--- config.mk ---
export PLATFORM = sky130hd
export DESIGN_NAME = seq_flow_top
export DESIGN_NICKNAME = d
export VERILOG_FILES = /design/src/rtl/seq_flow_pkg.sv /design/src/rtl/seq_delay_timer.sv /design/src/rtl/seq_flow_top.sv
export SDC_FILE = /design/constraint.sdc
export NUM_CORES = 1
export LEC_CHECK = 0
export ABC_CLOCK_PERIOD_IN_PS = 2680
export BUFFER_PORTS_ARGS = -buffer_cell sky130_fd_sc_hd__buf_2
export CAP_MARGIN = 20
export CORE_ASPECT_RATIO = 1.5
export CORE_MARGIN = 1.5
export CORE_UTILIZATION = 55
export DETAILED_ROUTE_END_ITERATION = 10
export PLACE_DENSITY_LB_ADDON = 0.12
export SLEW_MARGIN = 10
export SYNTH_ARGS = -nofsm -noshare
export SYNTH_HDL_FRONTEND = slang
export SYNTH_SLANG_ARGS = --single-unit
--- constraint.sdc ---
create_clock -name clk -period 2.68 [get_ports clk]
set_input_delay 0.536 -clock clk [delete_from_list [all_inputs] [get_ports clk]]
set_output_delay 0.536 -clock clk [all_outputs]
set_load 0.005 [all_outputs]
--- src/rtl/seq_flow_pkg.sv ---
// Shared definitions for the seq_flow sequencer: FSM state type and default
// sizing constants.
package seq_flow_pkg;

    localparam int unsigned DEF_WIDTH       = 8;
    localparam int unsigned DEF_A_LIMIT     = 8;
    localparam int unsigned DEF_WAIT_CYCLES = 4;
    localparam int unsigned DEF_C_STEPS     = 2;

    typedef enum logic [2:0] {
        S_INC_A = 3'd0,
        S_WAIT  = 3'd1,
        S_INC_C = 3'd2,
        S_CHK_D = 3'd3,
        S_DONE  = 3'd4
    } seq_state_e;

endpackage : seq_flow_pkg

--- src/rtl/seq_delay_timer.sv ---
// Loadable down-counter with a zero flag; load wins over decrement and the
// count saturates at zero.
module seq_delay_timer #(
    parameter int unsigned W = 4
) (
    input  logic         clk,
    input  logic         rst,
    input  logic         load,
    input  logic [W-1:0] load_val,
    input  logic         dec,
    output logic         zero
);

    logic [W-1:0] count_q;
    logic [W-1:0] count_d;

    always_comb begin
        count_d = count_q;
        if (load) begin
            count_d = load_val;
        end else if (dec && (count_q != '0)) begin
            count_d = count_q - W'(1);
        end
    end

    always_ff @(posedge clk) begin
        if (!rst) begin
            count_q <= '0;
        end else begin
            count_q <= count_d;
        end
    end

    assign zero = (count_q == '0);

endmodule : seq_delay_timer

--- src/rtl/seq_flow_top.sv ---
// Self-running micro-program sequencer: count a up to A_LIMIT, idle, bump c,
// conditionally set d, then hold until reset.
module seq_flow_top
    import seq_flow_pkg::*;
#(
    parameter int unsigned WIDTH       = DEF_WIDTH,
    parameter int unsigned A_LIMIT     = DEF_A_LIMIT,
    parameter int unsigned WAIT_CYCLES = DEF_WAIT_CYCLES,
    parameter int unsigned C_STEPS     = DEF_C_STEPS
) (
    input  logic             clk,
    input  logic             rst,
    output logic [WIDTH-1:0] a,
    output logic [WIDTH-1:0] b,
    output logic [WIDTH-1:0] c,
    output logic [WIDTH-1:0] d
);

    // One timer serves both the wait delay and the c step count.
    localparam int unsigned T_MAX = (WAIT_CYCLES > C_STEPS) ? WAIT_CYCLES : C_STEPS;
    localparam int unsigned TW    = $clog2(T_MAX + 1);

    seq_state_e state_q, state_d;
    logic [WIDTH-1:0] a_q, a_d;
    logic [WIDTH-1:0] b_q, b_d;
    logic [WIDTH-1:0] c_q, c_d;
    logic [WIDTH-1:0] d_q, d_d;
    logic [WIDTH-1:0] a_inc;

    logic          tmr_load;
    logic [TW-1:0] tmr_load_val;
    logic          tmr_dec;
    logic          tmr_zero;

    seq_delay_timer #(
        .W (TW)
    ) u_timer (
        .clk      (clk),
        .rst      (rst),
        .load     (tmr_load),
        .load_val (tmr_load_val),
        .dec      (tmr_dec),
        .zero     (tmr_zero)
    );

    assign a_inc = a_q + WIDTH'(1);

    always_comb begin
        state_d      = state_q;
        a_d          = a_q;
        b_d          = b_q;
        c_d          = c_q;
        d_d          = d_q;
        tmr_load     = 1'b0;
        tmr_load_val = '0;
        tmr_dec      = 1'b0;

        unique case (state_q)
            S_INC_A: begin
                a_d = a_inc;
                if (a_inc == WIDTH'(A_LIMIT)) begin
                    b_d          = WIDTH'(1);
                    tmr_load     = 1'b1;
                    tmr_load_val = TW'(WAIT_CYCLES - 1);
                    state_d      = S_WAIT;
                end
            end
            S_WAIT: begin
                if (tmr_zero) begin
                    tmr_load     = 1'b1;
                    tmr_load_val = TW'(C_STEPS - 1);
                    state_d      = S_INC_C;
                end else begin
                    tmr_dec = 1'b1;
                end
            end
            S_INC_C: begin
                c_d = c_q + WIDTH'(1);
                if (tmr_zero) begin
                    state_d = S_CHK_D;
                end else begin
                    tmr_dec = 1'b1;
                end
            end
            S_CHK_D: begin
                if (a_q != WIDTH'(A_LIMIT)) begin
                    d_d = WIDTH'(1);
                end
                state_d = S_DONE;
            end
            S_DONE: begin
                state_d = S_DONE;
            end
            default: begin
                state_d = S_INC_A;
            end
        endcase
    end

    always_ff @(posedge clk) begin
        if (!rst) begin
            state_q <= S_INC_A;
            a_q     <= '0;
            b_q     <= '0;
            c_q     <= '0;
            d_q     <= '0;
        end else begin
            state_q <= state_d;
            a_q     <= a_d;
            b_q     <= b_d;
            c_q     <= c_d;
            d_q     <= d_d;
        end
    end

    assign a = a_q;
    assign b = b_q;
    assign c = c_q;
    assign d = d_q;

endmodule : seq_flow_top

Word-level counts from Yosys, hierarchy flattened --
Index checks and enable logic that the tools add are counted.
Operators by class: equality and inequality tests 9, $add $sub $neg 3, mux-type cells 14, reduce and logical (&&, ||, !) cells 10
Operators by type and width (count):
- $add 8x1->8 const B | 2
- $mux 3 | 5
- $pmux 3 s4 | 1
- $eq 8x4->1 const B | 1
- $ne 8x4->1 const B | 1
- $eq 3x2->1 const B | 2
- $logic_not 3->1 | 2
- $ne 2x2->1 const B | 3
- $mux 1 | 5
- $pmux 2 s2 | 1
- $reduce_and 2->1 | 2
- $reduce_or 2->1 | 2
- $eq 3x1->1 const B | 1
- $eq 3x3->1 const B | 1
- $reduce_and 3->1 | 1
- $reduce_bool 3->1 | 1
- $sub 3x1->3 const B | 1
- $mux 2 | 1
- $pmux 1 s2 | 1
- $reduce_bool 2->1 | 1
- $logic_and 1x1->1 | 1
Storage, ports and cells: bits of input ports 2, output and inout bits 32, flip-flop bits (word level) 24, logic and storage cells 42

Depth between registers and ports, before layout --
Gate-level depths: netlist (run 1).
depth after elaboration 6, depth in mapped cells 6, depth with buffers taken out 6

By module --
Synthesis (run 1) repeated with hierarchy kept, for this count alone.
Second synthesis, totals: cell total of the unflattened synthesis 159, area total of the unflattened synthesis 1380.1 um^2
Modules (own cells, without submodules):
- seq_flow_top | instances 1, cells an instance 138, area each 1194.9 um^2, sequential area each 420.4 um^2
- seq_delay_timer | instances 1, cells an instance 21, area each 185.2 um^2, sequential area each 60.1 um^2

Worst setup path after synthesis (run 1) --
OpenSTA, ideal clock, no wires.
path type reg-to-reg, from register state_q[0], to register a_q[3] (netlist: a[3]), library setup time 71 ps, stages on the path, launching flop included 6, clock period less this slack 1414 ps, setup slack 1266 ps, path buffers 2, arrival 1343 ps, data required time 2609 ps, cell sequence dfxtp_1 buf_6 or3_1 buf_2 or3_1 a21oi_1
Between the ends: word-level cells in the longest chain between the ends 1
Ends and longest elaborated chain:
- from (decl) | line seq_flow_top.sv:23 | seq_state_e state_q, state_d;
- from (signal assigned) | line seq_flow_top.sv:108 | state_q <= state_d;
- $logic_not 3->1 | line seq_flow_top.sv:58 | unique case (state_q)
- to (signal assigned) | line seq_flow_top.sv:103 | a_q <= '0;
- to (signal assigned) | line seq_flow_top.sv:109 | a_q <= a_d;
- to (decl) | line seq_flow_top.sv:24 | logic [WIDTH-1:0] a_q, a_d;
No other way between the ends. A chain may end at the register's enable or synchronous reset.

Final worst setup path (run 1) --
from register u_timer.count_q[0], to register u_timer.count_q[0]
Between the ends: word-level cells in the longest chain between the ends 5, elaborated cells on any way between the ends 13, classes of those cells add/sub (1); mux (8); reduce/logical (4)
Ends and longest elaborated chain:
- from (decl) | line seq_delay_timer.sv:14 | logic [W-1:0] count_q;
- from (signal assigned) | line seq_delay_timer.sv:30 | count_q <= count_d;
- parallel branches: the longest is 5 deep, another holds $sub 3x1->3
Parallel ways; which one is timed is not known. The select of a mux whose other input is x is not followed.

==> summary.txt, run 1 <==
Die area: 2650 um^2
Vias/cell: 5.55
FF-to-FF setup slack: 1.12 ns
Placed Instance Area: 1320 um^2
Total power: 0.917 mW
Yosys reg bits: 24
Worst hold stages: 2
Wire per inst: 12.6 um
CTS H-tree depth: 1
Slew Limit Fails: 0
Warnings from Yosys: 0
# port buffers: 19
Setup Fix Bufs, Post-CTS: 0
Layout Area Growth over Synthesis: 6.49%
First-pass GRT wire length: 3950 um
Number of flops mapped to enable cells by yosys: 0
Largest cells by area after synthesis: dfxtp_1 (37%), buf_4 (8.1%), nor2_1 (5.5%)
Remaining DRCs: 0
Setup WS post-layout: 1.12 ns
Placed instance count: 184
Post-route ant nets: 0
Post-synth ARST share: 0%
Clock Tree Buf Depth: 2
Core area: 2230 um^2
Most frequent cells after synthesis: dfxtp_1 (24), nor2_1 (19), buf_4 (14)
R2R Path Start: u_timer.count_q[0]$_SDFFE_PN0P_
Syn Inst Count: 150
Clock insertion delay at the later pin of the skew report: 0.32 ns
Lkg Pwr: 0.582 nW
Share of the synthesized area in the top cell type: 37.2%
Max-cap violations: 0
Setup Skew: 0.00293 ns
ANT cells: 0
Synth area leader: dfxtp_1
Synth Cell Area: 1290 um^2
Post-route clock period utilization: 58.3%
Reg2Reg Depth: 6
Clock period minus worst slack: 1.56 ns
Worst vdd ir: 0.509 mV
Post-Route WL: 2360 um
Hold-critical path endpoint: u_timer.count_q[0]$_SDFFE_PN0P_
Post-route cell area: 1380 um^2
Pin count of the biggest net entering global routing: 21
I/O Pins: 34
Hold crit path type: in2reg
Initial DRT Pass Iterations: 4
Setup tns final: 0 ns
Synth cell types: 36
DP HPWL: 1680 um
# rows: 21
Most numerous cell in the Yosys netlist: dfxtp_1
Max_slew headroom: 58.1%
Pwr/cell area: 667 nW/um^2
Synth Flop Type: dfxtp_1
Initial antenna violation count: 0
Status: completed
GR Overflow Total: 0
Die height: 62.3 um
Tot GR Track Use: 18.8%
Clk sinks: 24
Data arrival time of the worst path: 1.84 ns
Post-cts resize count: 0
Critical R2R Capture: u_timer.count_q[0]$_SDFFE_PN0P_
CTS tree: built
GPL Wtd Cong: 0.844
Hold path startpoint: rst
# setup viols final: 0
Slew @ Worst Pin: 0.628 ns
Mean Syn Cell Area: 8.61 um^2
Worst slack at placement: 1.16 ns
Vias: 1,044
Crit path capture type: flop
CP Launch Type: flop
Nets: 173
Critical Path Source: u_timer.count_q[0]$_SDFFE_PN0P_
CP Max Fanout: 6
Die width: 42.6 um
Post-synthesis sequential area ratio: 37.2%
Clock Tree Root: clkbuf_4
Iteration-0 DRC Markers: 42
Final Hold Viols: 0
Final Non-Filler Cells: 188
Inserted Clock Buffers: 3
Via count of the first global-routing pass: 936
Hold buffers post-CTS: 0
Kind of critical path: reg2reg
Layout cells sized above 1: 15.8%
Max Freq: 640 MHz
RSZ-0062 raised after global routing: false
Initial core utilization: 57.8%
Clk slew on worst S/H paths: 0.14 ns
Worst Path Required: 2.96 ns
-- cells in the final DEF (no fill, tap or decap) --
cell       netlist  layout
or3_1            2       2
and2_1           1       1
xor2_1           8       8
nor3b_1          1       1
nand3_1          3       3
a21oi_1          5       5
nor4b_1          2       2
bufinv_16        0       1
nand2b_1         1       1
nor3_1           6       6
a21boi_0         1       1
o21ai_0          4       4
nand4_1          8       8
inv_1            6       6
buf_2            2      19
nor3b_4          1       1
o31ai_1          1       1
xnor2_1          6       6
dfxtp_1         24      24
a41oi_1          1       1
or4_1            1       1
o21a_1           3       3
conb_1           1      14
nand3b_1         2       2
mux2i_1          2       2
o31a_1           1       1
a32oi_1          1       1
nor2b_1          1       1
nand2_1          7       7
clkbuf_4         0       3
nor2_1          19      19
and3_1           3       3
ha_1             5       5
nor3_2           2       2
-- cell type report --
type	count	area, um^2
clock inverter	1	30.0
clock buffer	3	22.5
inverter	6	22.5
sequential	24	480
multi-input combinational	112	696
timing repair buffer	19	95.1
tap	23	28.8
fill	208	858
-- worst max path at each step --
stage,endpoint,slack [ns]
2_1_floorplan,a[3]$_SDFFE_PN0N_,1.27
3_3_place_gp,a[5]$_SDFFE_PN0N_,1.19
3_5_place_dp,u_timer.count_q[0]$_SDFFE_PN0P_,1.16
4_1_cts,u_timer.count_q[0]$_SDFFE_PN0P_,1.13
5_1_grt,c[4]$_SDFFE_PN0P_,0.98
6_report,u_timer.count_q[0]$_SDFFE_PN0P_,1.12
-- critical path, stage by stage (launching register included) --
cell,delay [ns]
dfxtp_1,0.43
inv_1,0.09
ha_1,0.23
nor2b_1,0.16
or4_1,0.41
nand4_1,0.09
o21a_1,0.10
-- state kept, by name, summed over array words and instances, names as in the netlist --
register         flops
b                    1
u_timer.count_q      3
state_q              3
d                    1
c                    8
a                    8
-- layer usage --
layer  wire, um  up-vias  global-route usage [%]  share of wire [%]
li1           -      518                       -                  -
met1       1050      495                    23.0                 44
met2       1200       25                    30.2                 51
met3         62        6                    2.03                2.6
met4         54        0                    12.5                2.3
met5          0        -                       0                  0
-- logic make-up after synthesis --
kind of cell | count (synthesis) | synth area share (%)
other cells | 1 | 0.290
mux | 2 | 1.55
fa+ha+maj | 5 | 4.84
flops | 24 | 37.2
buf+inv | 27 | 12.7
compound gates | 17 | 8.43
xor+xnor | 14 | 9.50
simple gates | 60 | 25.5
-- power breakdown --
part	leakage (nW)	internal (mW)	switching, mW	total (mW)
logic	0.360	0.0964	0.111	0.207
clock network	0.0279	0.151	0.116	0.268
registers	0.194	0.387	0.0547	0.442
-- metrics by stage --
| stage | util, % | hold slack (ns) |
|---|---|---|
| floorplan | - | 0.453 |
| global placement | 59.2 | 0.448 |
| detailed placement | 59.2 | 0.458 |
| CTS | 61.6 | 0.464 |
| global route | 61.6 | 0.473 |
| finish | 61.6 | 0.465 |
Power figures use the tool's default switching activity.
==> inputs of run 2 (changes only) <==
--- a/config.mk
+++ b/config.mk
@@ -5,12 +5,12 @@
 export SDC_FILE = /design/constraint.sdc
 export NUM_CORES = 1
 export LEC_CHECK = 0
-export ABC_CLOCK_PERIOD_IN_PS = 2680
+export ABC_CLOCK_PERIOD_IN_PS = 1250
 export BUFFER_PORTS_ARGS = -buffer_cell sky130_fd_sc_hd__buf_2
 export CAP_MARGIN = 20
 export CORE_ASPECT_RATIO = 1.5
 export CORE_MARGIN = 1.5
-export CORE_UTILIZATION = 55
+export CORE_UTILIZATION = 46
 export DETAILED_ROUTE_END_ITERATION = 10
 export PLACE_DENSITY_LB_ADDON = 0.12
 export SLEW_MARGIN = 10
==> constraint.sdc (replaced) <==
create_clock -name clk -period 1.25 [get_ports clk]
set_input_delay 0.25 -clock clk [delete_from_list [all_inputs] [get_ports clk]]
set_output_delay 0.25 -clock clk [all_outputs]
set_load 0.005 [all_outputs]
==> summary.txt, run 2 (synthesis results as in run 1) <==
Status: finished, violations left
Failing checks: setup timing
Clk slew on worst S/H paths: 0.09 ns
Crit path capture type: flop
Pin count of the biggest net entering global routing: 15
Vias: 1,161
Commonest non-fill, non-tap cell in the layout: buf_4
Die width: 46.3 um
GR Overflow Total: 0
GPL Wtd Cong: 0.790
Worst Path Required: 1.46 ns
Hold buffers post-CTS: 0
Worst Path Buf+Inv: 1
Tot GR Track Use: 21.1%
Die area: 3140 um^2
ANT cells: 0
Layout Area Growth over Synthesis: 40.9%
Slew Limit Fails: 0
Inserted Clock Buffers: 3
Crit-path max cell delay: 0.46 ns
Kind of critical path: reg2reg
Layout cells sized above 1: 43.9%
Fin Hold WS: 0.249 ns
Setup WS post-layout: -0.0664 ns
Initial DRT Pass Iterations: 4
Slowest stage cell, crit path: or4_1
Cell family with most CP delay: simple AND/OR/NAND/NOR gates
Worst Setup EP: u_timer.count_q[0]$_SDFFE_PN0P_
Clock insertion delay at the later pin of the skew report: 0.26 ns
Iteration-0 DRC Markers: 14
Final Hold Viols: 0
CTS H-tree depth: 1
Max-cap violations: 0
Via count of the first global-routing pass: 1,134
DP HPWL: 2120 um
Worst slack at placement: -0.134 ns
Critical Path Source: state_q[0]$_SDFFE_PN0P_
Grt met1 use: 22.8%
I/O Pins: 34
Nets: 206
First-pass GRT wire length: 4810 um
WP depth: 5
CP Max Fanout: 8
Clock period minus worst slack: 1.32 ns
Reg2Reg Depth: 5
Core area: 2680 um^2
RSZ-0062 raised after global routing: true
# rows: 23
Remaining DRCs: 0
Setup tns final: -0.249 ns
Hold crit path type: in2reg
# setup viols final: 9
Clk sinks: 24
# port buffers: 19
R2R Path Start: state_q[0]$_SDFFE_PN0P_
Post-route ant nets: 0
Worst hold stages: 2
Most frequent cells in the layout: buf_4 (28), nor2_1 (19), buf_2 (19)
Clock Tree Root: clkbuf_8
Lkg Pwr: 0.813 nW
CTS tree: built
Max Freq: 760 MHz
Post-route clock period utilization: 105%
Wire per inst: 12.7 um
Grt met2 use: 37.5%
Post-Route WL: 2980 um
Initial antenna violation count: 0
CP Launch Type: flop
Die height: 67.9 um
GR peak layer: met2
FF-to-FF setup slack: -0.07 ns
Critical R2R Capture: u_timer.count_q[0]$_SDFFE_PN0P_
Clock Tree Buf Depth: 2
Worst vdd ir: 0.987 mV
GR Util met3: 2.90%
Vias/cell: 4.94
Setup Skew: 0.00375 ns
Crit-path cells: buf_6 -> nand2b_4 -> or4_1 -> nand4_1 -> o21a_1
Initial core utilization: 48.2%
Core Util, Final: 68.0%
Pwr/cell area: 1360 nW/um^2
Data arrival time of the worst path: 1.53 ns
==> run 2: changes by cell type in the layout (fill, tap and decap cells not counted), moves of 5 or more <==
| cell | before | now |
|---|---|---|
| buf_6 | 0 | 5 |
| dfxtp_1 | 24 | 16 |
| dfxtp_2 | 0 | 6 |
| buf_4 | 0 | 28 |
==> run 2: worst min-delay path by stage <==
stage	start	endpoint	slack, ns
2_1_floorplan	rst	u_timer.count_q[0]$_SDFFE_PN0P_	0.37
3_3_place_gp	d[0]$_SDFFE_PN0P_	d[0]$_SDFFE_PN0P_	0.45
3_5_place_dp	d[0]$_SDFFE_PN0P_	d[0]$_SDFFE_PN0P_	0.47
4_1_cts	rst	u_timer.count_q[0]$_SDFFE_PN0P_	0.24
5_1_grt	rst	u_timer.count_q[0]$_SDFFE_PN0P_	0.24
6_report	rst	u_timer.count_q[0]$_SDFFE_PN0P_	0.25
==> run 2: per-layer routing <==
metal	routed length, um	vias up
li1	-	582
met1	1180	549
met2	1680	26
met3	69	4
met4	46	0
met5	0	-
==> run 2: cell type report <==
cell class              instances  area, um^2
fillers                       239         857
multi-input cells             112         822
flip-flops and latches         24         495
repair buffers                 52         362
well taps                      37        46.3
clock buffers                   3        41.3
clock inverters                 1        30.0
inverters                       6        22.5
==> run 2: where the power goes <==
part,internal (mW),switching (mW)
Sequential,0.840,0.0807
Combinational,0.472,0.404
Clock,0.428,0.245
Total,1.74,0.730
==> run 2: through the flow <==
| step | area (um^2) | total power, mW | cells |
|---|---|---|---|
| detailed placement | 1570 | 1.57 | 227 |
| floorplan | 1370 | 1.35 | 163 |
| global route | 1820 | 2.63 | 235 |
| global placement | 1570 | 1.55 | 227 |
| finish | 1820 | 2.47 | 235 |
| CTS | 1740 | 2.40 | 234 |
==> run 2: repair_timing <==
action / in CTS / in global routing
endpoints found under the setup margin: 12 / 21
gates resized for setup: 21 / 18
pin swaps: 4 / 9
setup buffers: 3 / 1
